<file path="config.mk">
export PLATFORM = sky130hd
export DESIGN_NAME = seq_alu
export DESIGN_NICKNAME = d
export VERILOG_FILES = /design/src/rtl/seq_alu.sv
export SDC_FILE = /design/constraint.sdc
export NUM_CORES = 1
export LEC_CHECK = 0
export CAP_MARGIN = 5
export CORE_UTILIZATION = 44
export CTS_CLUSTER_SIZE = 16
export DETAILED_ROUTE_END_ITERATION = 16
export PLACE_DENSITY = 0.7
export SYNTH_ARGS = -nofsm -noshare
export SYNTH_HDL_FRONTEND = slang
export SYNTH_SLANG_ARGS = --single-unit
</file>
<file path="constraint.sdc">
create_clock -name clk -period 2 [get_ports clk]
set_clock_uncertainty 0.1 [all_clocks]
set_input_delay 0.4 -clock clk [delete_from_list [all_inputs] [get_ports clk]]
set_output_delay 0.4 -clock clk [all_outputs]
set_load 0.01 [all_outputs]
</file>
<file path="src/rtl/seq_alu.sv">
`default_nettype none
// ============================================================================
// Module      : seq_alu
// Description : Sequential ALU with valid/ready handshakes on both sides.
//               Add, sub and logic ops finish in one cycle. Shifts are done
//               one bit per clock.
// Revision    : 1.0 - initial release
// ============================================================================
module seq_alu #(
    parameter int WIDTH = 8,
    parameter int SHW   = $clog2(WIDTH)
) (
    input  logic             clk,
    input  logic             rst_n,
    input  logic             in_valid,
    output logic             in_ready,
    input  logic [WIDTH-1:0] inA,
    input  logic [WIDTH-1:0] inB,
    input  logic [SHW-1:0]   inC,
    input  logic [2:0]       op,
    output logic             out_valid,
    input  logic             out_ready,
    output logic [WIDTH-1:0] ans,
    output logic             zero,
    output logic             carry,
    output logic             ovf
);

    localparam logic [2:0] c_OP_SRA = 3'b000;
    localparam logic [2:0] c_OP_SRL = 3'b001;
    localparam logic [2:0] c_OP_SUB = 3'b010;
    localparam logic [2:0] c_OP_ADD = 3'b011;
    localparam logic [2:0] c_OP_SLL = 3'b100;
    localparam logic [2:0] c_OP_AND = 3'b101;
    localparam logic [2:0] c_OP_OR  = 3'b110;
    localparam logic [2:0] c_OP_XOR = 3'b111;
    localparam int         c_MSB    = WIDTH - 1;

    typedef enum logic [1:0] {
        S_IDLE  = 2'd0,
        S_SHIFT = 2'd1,
        S_DONE  = 2'd2
    } state_t;

    state_t           r_state;
    logic [SHW-1:0]   r_count;
    logic [WIDTH-1:0] r_work;
    logic [2:0]       r_op;
    logic             r_lastOut;
    logic [WIDTH-1:0] r_ans;
    logic             r_zero;
    logic             r_carry;
    logic             r_ovf;

    logic             w_isShift;
    logic [WIDTH:0]   w_sum;
    logic [WIDTH:0]   w_diff;
    logic [WIDTH-1:0] w_res;
    logic             w_carry;
    logic             w_ovf;
    logic [WIDTH-1:0] w_shifted;
    logic             w_shiftOut;

    assign in_ready  = (r_state == S_IDLE);
    assign out_valid = (r_state == S_DONE);
    assign ans       = r_ans;
    assign zero      = r_zero;
    assign carry     = r_carry;
    assign ovf       = r_ovf;

    assign w_isShift = (op == c_OP_SRA) || (op == c_OP_SRL) || (op == c_OP_SLL);

    // Single-cycle result for the non-shift ops, taken straight from the inputs.
    // The extended subtraction's top bit is the unsigned borrow.
    always_comb begin
        w_sum   = {1'b0, inA} + {1'b0, inB};
        w_diff  = {1'b0, inA} - {1'b0, inB};
        w_res   = '0;
        w_carry = 1'b0;
        w_ovf   = 1'b0;
        case (op)
            c_OP_ADD: begin
                w_res   = w_sum[WIDTH-1:0];
                w_carry = w_sum[WIDTH];
                w_ovf   = (inA[c_MSB] == inB[c_MSB]) && (w_sum[c_MSB] != inA[c_MSB]);
            end
            c_OP_SUB: begin
                w_res   = w_diff[WIDTH-1:0];
                w_carry = w_diff[WIDTH];
                w_ovf   = (inA[c_MSB] != inB[c_MSB]) && (w_diff[c_MSB] != inA[c_MSB]);
            end
            c_OP_AND: w_res = inA & inB;
            c_OP_OR:  w_res = inA | inB;
            c_OP_XOR: w_res = inA ^ inB;
            default:  w_res = '0;
        endcase
    end

    // One-bit step of the working register, using the op that was captured at accept.
    always_comb begin
        w_shifted  = r_work;
        w_shiftOut = 1'b0;
        case (r_op)
            c_OP_SRA: begin
                w_shifted  = {r_work[c_MSB], r_work[c_MSB:1]};
                w_shiftOut = r_work[0];
            end
            c_OP_SRL: begin
                w_shifted  = {1'b0, r_work[c_MSB:1]};
                w_shiftOut = r_work[0];
            end
            c_OP_SLL: begin
                w_shifted  = {r_work[c_MSB-1:0], 1'b0};
                w_shiftOut = r_work[c_MSB];
            end
            default: begin
                w_shifted  = r_work;
                w_shiftOut = 1'b0;
            end
        endcase
    end

    // Control FSM plus the datapath registers. The result only updates on entry to DONE.
    always_ff @(posedge clk or negedge rst_n) begin
        if (!rst_n) begin
            r_state   <= S_IDLE;
            r_count   <= '0;
            r_work    <= '0;
            r_op      <= '0;
            r_lastOut <= 1'b0;
            r_ans     <= '0;
            r_zero    <= 1'b0;
            r_carry   <= 1'b0;
            r_ovf     <= 1'b0;
        end else begin
            case (r_state)
                S_IDLE: begin
                    if (in_valid) begin
                        if (w_isShift) begin
                            r_state   <= S_SHIFT;
                            r_count   <= inC;
                            r_work    <= inA;
                            r_op      <= op;
                            r_lastOut <= 1'b0;
                        end else begin
                            r_state <= S_DONE;
                            r_ans   <= w_res;
                            r_zero  <= (w_res == '0);
                            r_carry <= w_carry;
                            r_ovf   <= w_ovf;
                        end
                    end
                end
                S_SHIFT: begin
                    if (r_count != '0) begin
                        r_work    <= w_shifted;
                        r_lastOut <= w_shiftOut;
                        r_count   <= r_count - SHW'(1);
                    end else begin
                        r_state <= S_DONE;
                        r_ans   <= r_work;
                        r_zero  <= (r_work == '0);
                        r_carry <= r_lastOut;
                        r_ovf   <= 1'b0;
                    end
                end
                S_DONE: begin
                    if (out_ready) begin
                        r_state <= S_IDLE;
                    end
                end
                default: r_state <= S_IDLE;
            endcase
        end
    end

endmodule
`default_nettype wire
</file>
## Yosys cells after proc, flatten, opt, wreduce, memory -nomap -nowiden

Index checks and enable logic that the tools add are counted.

- $add $sub $neg: 3
- Equality and inequality tests: 24
- Mux-type cells: 38
- Bitwise gates (word level): 3
- Reduce and logical (&&, ||, !) cells: 18

Operators with widths:

| kind | count |
|---|---|
| two-way mux 8 bit | 6 |
| one-hot mux 8 bit (5 select lines) | 1 |
| one-hot mux 8 bit (2 select lines) | 2 |
| one-hot mux 8 bit (3 select lines) | 1 |
| logical NOT 8 bit | 2 |
| equality test 3 bit (second input constant) | 5 |
| one-hot mux 1 bit (2 select lines) | 7 |
| two-way mux 1 bit | 12 |
| != test 2 bit (second input constant) | 5 |
| adder 8 x 8 -> 9 bit | 1 |
| two-way mux 3 bit | 3 |
| subtractor 8 x 8 -> 9 bit | 1 |
| AND 8 bit | 1 |
| two-way mux 2 bit | 4 |
| OR 8 bit | 1 |
| AND reduction 4 bit | 2 |
| bitwise XOR 8 bit | 1 |
| equality test 3 x 1 -> 1 bit (second input constant) | 2 |
| equality test 3 x 2 -> 1 bit (second input constant) | 2 |
| logical NOT 3 bit | 2 |
| one-hot mux 2 bit (3 select lines) | 1 |
| one-hot mux 3 bit (2 select lines) | 1 |
| AND reduction 3 bit | 2 |
| AND reduction 6 bit | 1 |
| other kinds (15) | 20 |

- Bits in registers: 28
- Input port bits: 26
- Output and inout bits: 13
- Logic and storage cells: 96

## Logic depth before layout (Yosys ltp)

- Depth after elaboration: 7
- Gate-level depth with buffers: 10
- Depth with buffers taken out: 9

## Worst setup path before layout

No wires, ideal clock.

- Path type: input to register
- Start: input port inA[0]
- End: register r_zero, in the netlist zero
- Library setup time: 0.092 ns
- Arrival: 2.158 ns
- Setup slack: -0.350 ns
- Stages on the path: 9
- Buffers on the path: 0
- Cell sequence: ha_1 fa_1 a211oi_2 nor3_1 xor2_1 a32o_1 a21oi_2 o2111ai_1 o31ai_2

- Longest elaborated chain between the ends: 6

RTL lines:

| item | line | text |
|---|---|---|
| start: declaration | 17 | `input logic [WIDTH-1:0] inA,` |
| subtractor 8 x 8 -> 9 bit (tied with other cells) | 77 | `w_diff = {1'b0, inA} - {1'b0, inB};` |
| one-hot mux 8 bit (5 select lines) (*) | 81 | `case (op)` |
| logical NOT 8 bit (*) | 148 | `r_zero <= (w_res == '0);` |
| two-way mux 1 bit (*) | 139 | `if (w_isShift) begin` |
| two-way mux 1 bit (*) | 138 | `if (in_valid) begin` |
| one-hot mux 1 bit (2 select lines) (*) | 136 | `case (r_state)` |
| end signal: assignment | 148 |  |
| end signal: assignment | 162 | `r_zero <= (r_work == '0);` |
| end: declaration | 51 | `logic r_zero;` |

Every way passes the cells marked *; elsewhere a longest branch is shown, timed or not. The select of a mux whose other input is x is not followed.
A chain may end at the register's enable or synchronous reset.

## Worst setup path in the final report

- Start: input port inB[0]
- End: register r_ans[6], in the netlist ans[6]

- Longest elaborated chain between the ends: 5

RTL lines:

| item | line | text |
|---|---|---|
| start: declaration | 18 | `input logic [WIDTH-1:0] inB,` |
| subtractor 8 x 8 -> 9 bit / adder 8 x 8 -> 9 bit (equally long branches) | 77, 76 |  |
| one-hot mux 8 bit (5 select lines) (*) | 81 |  |
| two-way mux 8 bit (*) | 139 |  |
| two-way mux 8 bit (*) | 138 |  |
| one-hot mux 8 bit (2 select lines) (*) | 136 |  |
| end signal: assignment | 147 | `r_ans <= w_res;` |
| end signal: assignment | 161 | `r_ans <= r_work;` |
| end: declaration | 50 | `logic [WIDTH-1:0] r_ans;` |

Marks and branches as above.

==> flow_summary.yaml <==
global_route:
  grt.total_usage_pct: 25.7
  grt_pass1_vias: 2695
  grt_overflow: 0
  antenna_found_initial: 0
  grt_pass1_wl_mm: 13.1
  grt_max_degree: 29
setup_path:
  worst-path-max-fanout: 2
  critical_path_arrival_ps: 2330
  crit_type: "input pin to register"
  endpoint_kind: "register"
  worstPathRequired_ps: 2090
  worstSetupStartpointType: "input pin"
clocking:
  numCtsBuffers: 3
  clock-sinks: 28
  clk_latency_ps: 270
  cts_hold_buf: 0
  cts_tree: "built"
  cts.path.max_buffers: 2
  cts_root_buf: "clkbuf_8"
  path_clk_slew_ps: 100
  htreeDepth: 1
floorplan:
  die_y_um: 80.3
  core_mm2: 0.00592
  initial_utilization_pct: 45.6
  num_rows: 28
  io_pins: 39
  dieArea_mm2: 0.00645
  die_w_um: 80.3
yosys:
  syn_inst: 316
  synth_top_area_share_pct: 26.0
  synthSimpleGateAreaFrac_pct: 15.8
  synth_edf_count: 0
  ys.flop_type: "dfrtp_1"
  synth_area_mm2: 0.00270
  async_flop_share_pct: 100
  synth_xor_area_share_pct: 2.27
  synth-seq-area-share_pct: 26.0
  synth_adder_area_share_pct: 13.5
  synth-compound-area-share_pct: 28.2
  ys_top_cells_by_area: "dfrtp_1 26%, ha_1 12%, nand2_1 4.6%, o21ai_0 4.3%, inv_1 4.2%"
  synth_mux_area_share_pct: 5.33
  synth_nets: 370
  yosys_warnings: 0
  synth_top_area_cell: "dfrtp_1"
  ys_ff_latch: 28
  avgSynthCellArea_um2: 8.54
  synth_top_family_by_area: "compound AO/OA/AOI/OAI gates"
  ys_types: 62
power:
  leakage_nw: 1.91
  internal_power_mw: 2.24
  power_switching_mw: 1.58
  seqPwrFrac_pct: 27.3
  power_frac_comb_pct: 60.9
  clkPwrFrac_pct: 11.8
  pwr_density_cell_mw_per_mm2: 909
  swShare_pct: 41.4
  power_mw: 3.82
  ir_drop_mv: 0.678
worst_hold_path:
  min_path_type: "input pin to asynchronous set/reset pin"
job:
  drv_cap: 0
place:
  dp_hpwl_mm: 5.95
  place.gp.congestion: 0.871
  place_area_mm2: 0.00367
  place_ws_ps: -1060
  dp_cells: 482
  port-buffer-count: 38
drt:
  routed.top_layer: "met4"
  wl_met3_um: 613
  drtIter0Drc: 276
  ant_nets: 0
  vias: 2924
  via_per_inst: 5.85
  firstDrtPassIters: 7
  met1_length_mm: 3.60
  wl_per_cell_um: 17.7
  wl_met2_mm: 4.51
  drt_wl_total_mm: 8.83
  drc_errors: 0
run_status:
  violations: "negative setup slack"
  status: "finished with violations"
finish:
  antennaDiodeCount: 0
  final_cell_area_mm2: 0.00421
  stdcell_count: 500
  fin_nets: 480
  post-route-util_pct: 71.0
  fill_cells: 437
  drive_gt1_share_pct: 43.3
  syn2layout_area_growth_pct: 55.9
sta:
  worst_pin_slew_ps: 363
  finalCriticalPeriod_ps: 2250
  timing.final.ws_setup_ps: -248
  setup_viol: 10
  hold_viol_final: 0
  finalCritPeriodShare_pct: 112
  setup_tns_ps: -1430
  rsz0062_at_grt: "true"
  max_clock_freq_ghz: 0.445
  relSlewSlack_pct: 75.8
  whs_ps: 398
  drv_slew: 0
## layout make-up
| class | count | area (um2) | share of cell area, % |
|---|---|---|---|
| multi-input combinational | 238 | 2130 | 50.7 |
| timing repair buffer | 124 | 1080 | 25.8 |
| sequential | 28 | 701 | 16.7 |
| inverter | 31 | 121 | 2.89 |
| tap | 75 | 93.8 | 2.23 |
| clock buffer | 3 | 41.3 | 0.982 |
| clock inverter | 1 | 30.0 | 0.714 |
## cells in the final DEF, fill, tap and decap left out, drive strengths merged, types with 2 or more instances in the layout
cell type      synthesis  routed
a211oi                 7       7
a21o                   5       5
a21oi                 19      19
a221oi                 4       4
a22o                   3       3
a22oi                  3       3
a32o                   3       3
and2                   2       2
and3                   2       2
buf                   12      91
clkbuf                 7       7
clkdlybuf4s50          0      20
dfrtp                 28      28
dlygate4sd2            0       6
dlymetal6s2s           0       2
fa                     2       2
ha                    26      26
inv                   31      31
mux2                   8       8
mux2i                  5       5
nand2                 33      33
nand2b                 7       7
nand3                  6       6
nor2                  15      15
nor2b                  3       3
nor3                   7       7
nor3b                  2       2
nor4                   2       2
o211a                  2       2
o211ai                 7       7
o21a                   2       2
o21ai                 26      26
o21bai                 4       4
o22ai                  3       3
o31ai                  7       7
o41ai                  2       2
xnor2                  4       4
xor2                   3       3
## worst paths after layout
path                                   startpoint                      to  slack (ps)  cells past startpoint
setup / recovery                           inB[0]      ans[6]$_DFFE_PN0P_        -250                     10
hold / removal                              rst_n   r_work[0]$_DFFE_PN0P_         400                      2
setup reg to reg           r_count[0]$_DFFE_PN0P_   r_work[4]$_DFFE_PN0P_          30                     10
hold reg to reg                ans[0]$_DFFE_PN0P_      ans[0]$_DFFE_PN0P_         400                      1
max in group asynchronous                   rst_n  r_count[2]$_DFFE_PN0P_        1130                      2
min in group clk               ans[0]$_DFFE_PN0P_      ans[0]$_DFFE_PN0P_         400                      1
## cells in the mapped netlist, drive strengths merged (3+ instances only)
cell    number
buf         12
nor2        15
a22oi        3
xor2         3
mux2         8
a22o         3
o22ai        3
nand2b       7
o21bai       4
nand2       33
inv         31
nor2b        3
dfrtp       28
clkbuf       7
o211ai       7
nor3         7
o31ai        7
mux2i        5
xnor2        4
o21ai       26
ha          26
a221oi       4
nand3        6
a32o         3
a21oi       19
a211oi       7
a21o         5
## what timing repair did
action                     4_1_cts  5_1_grt
pin swaps                       36       26
gates cloned                     0        1
setup endpoints to repair       19       13
gates resized for setup        103       34
setup buffers                   10        6
## critical path: stages
cell	delay (ps)
buf_8	100
ha_4	160
fa_2	390
a211oi_4	300
buf_6	160
o32ai_1	80
a21oi_1	180
xnor2_1	110
o211a_1	250
o31ai_2	190
## cells by family (layout without fill, tap and decap cells)
family,Yosys count,after routing
AO/OA/AOI/OAI,106,106
AND/OR/NAND/NOR,84,84
buffers and inverters,50,159
adder cells (fa/ha/maj),28,28
flip-flops,28,28
multiplexers,13,13
XOR/XNOR,7,7
## registers in the layout, summed over array words and instances (netlist names)
name	flops
ovf	1
zero	1
ans	8
r_work	8
r_count	3
carry	1
r_state	2
r_lastOut	1
r_op	3
## power groups by stage
stage / logic, mW / clock network [mW] / registers, mW
after global routing: 2.51 / 0.475 / 1.06
after global placement: 1.91 / 0 / 1.03
after detailed placement: 1.94 / 0 / 1.04
final: 2.33 / 0.450 / 1.04
after floorplan: 1.12 / 0 / 1.01
after CTS: 2.08 / 0.454 / 1.03
## metal layers
| metal | up-vias | GRT usage (%) |
|---|---|---|
| li1 | 1352 | - |
| met2 | 130 | 44.2 |
| met5 | - | 0 |
| met3 | 14 | 1.48 |
| met4 | 0 | 4.46 |
| met1 | 1428 | 35.7 |
Note: power is estimated with default switching activity, not from simulation.
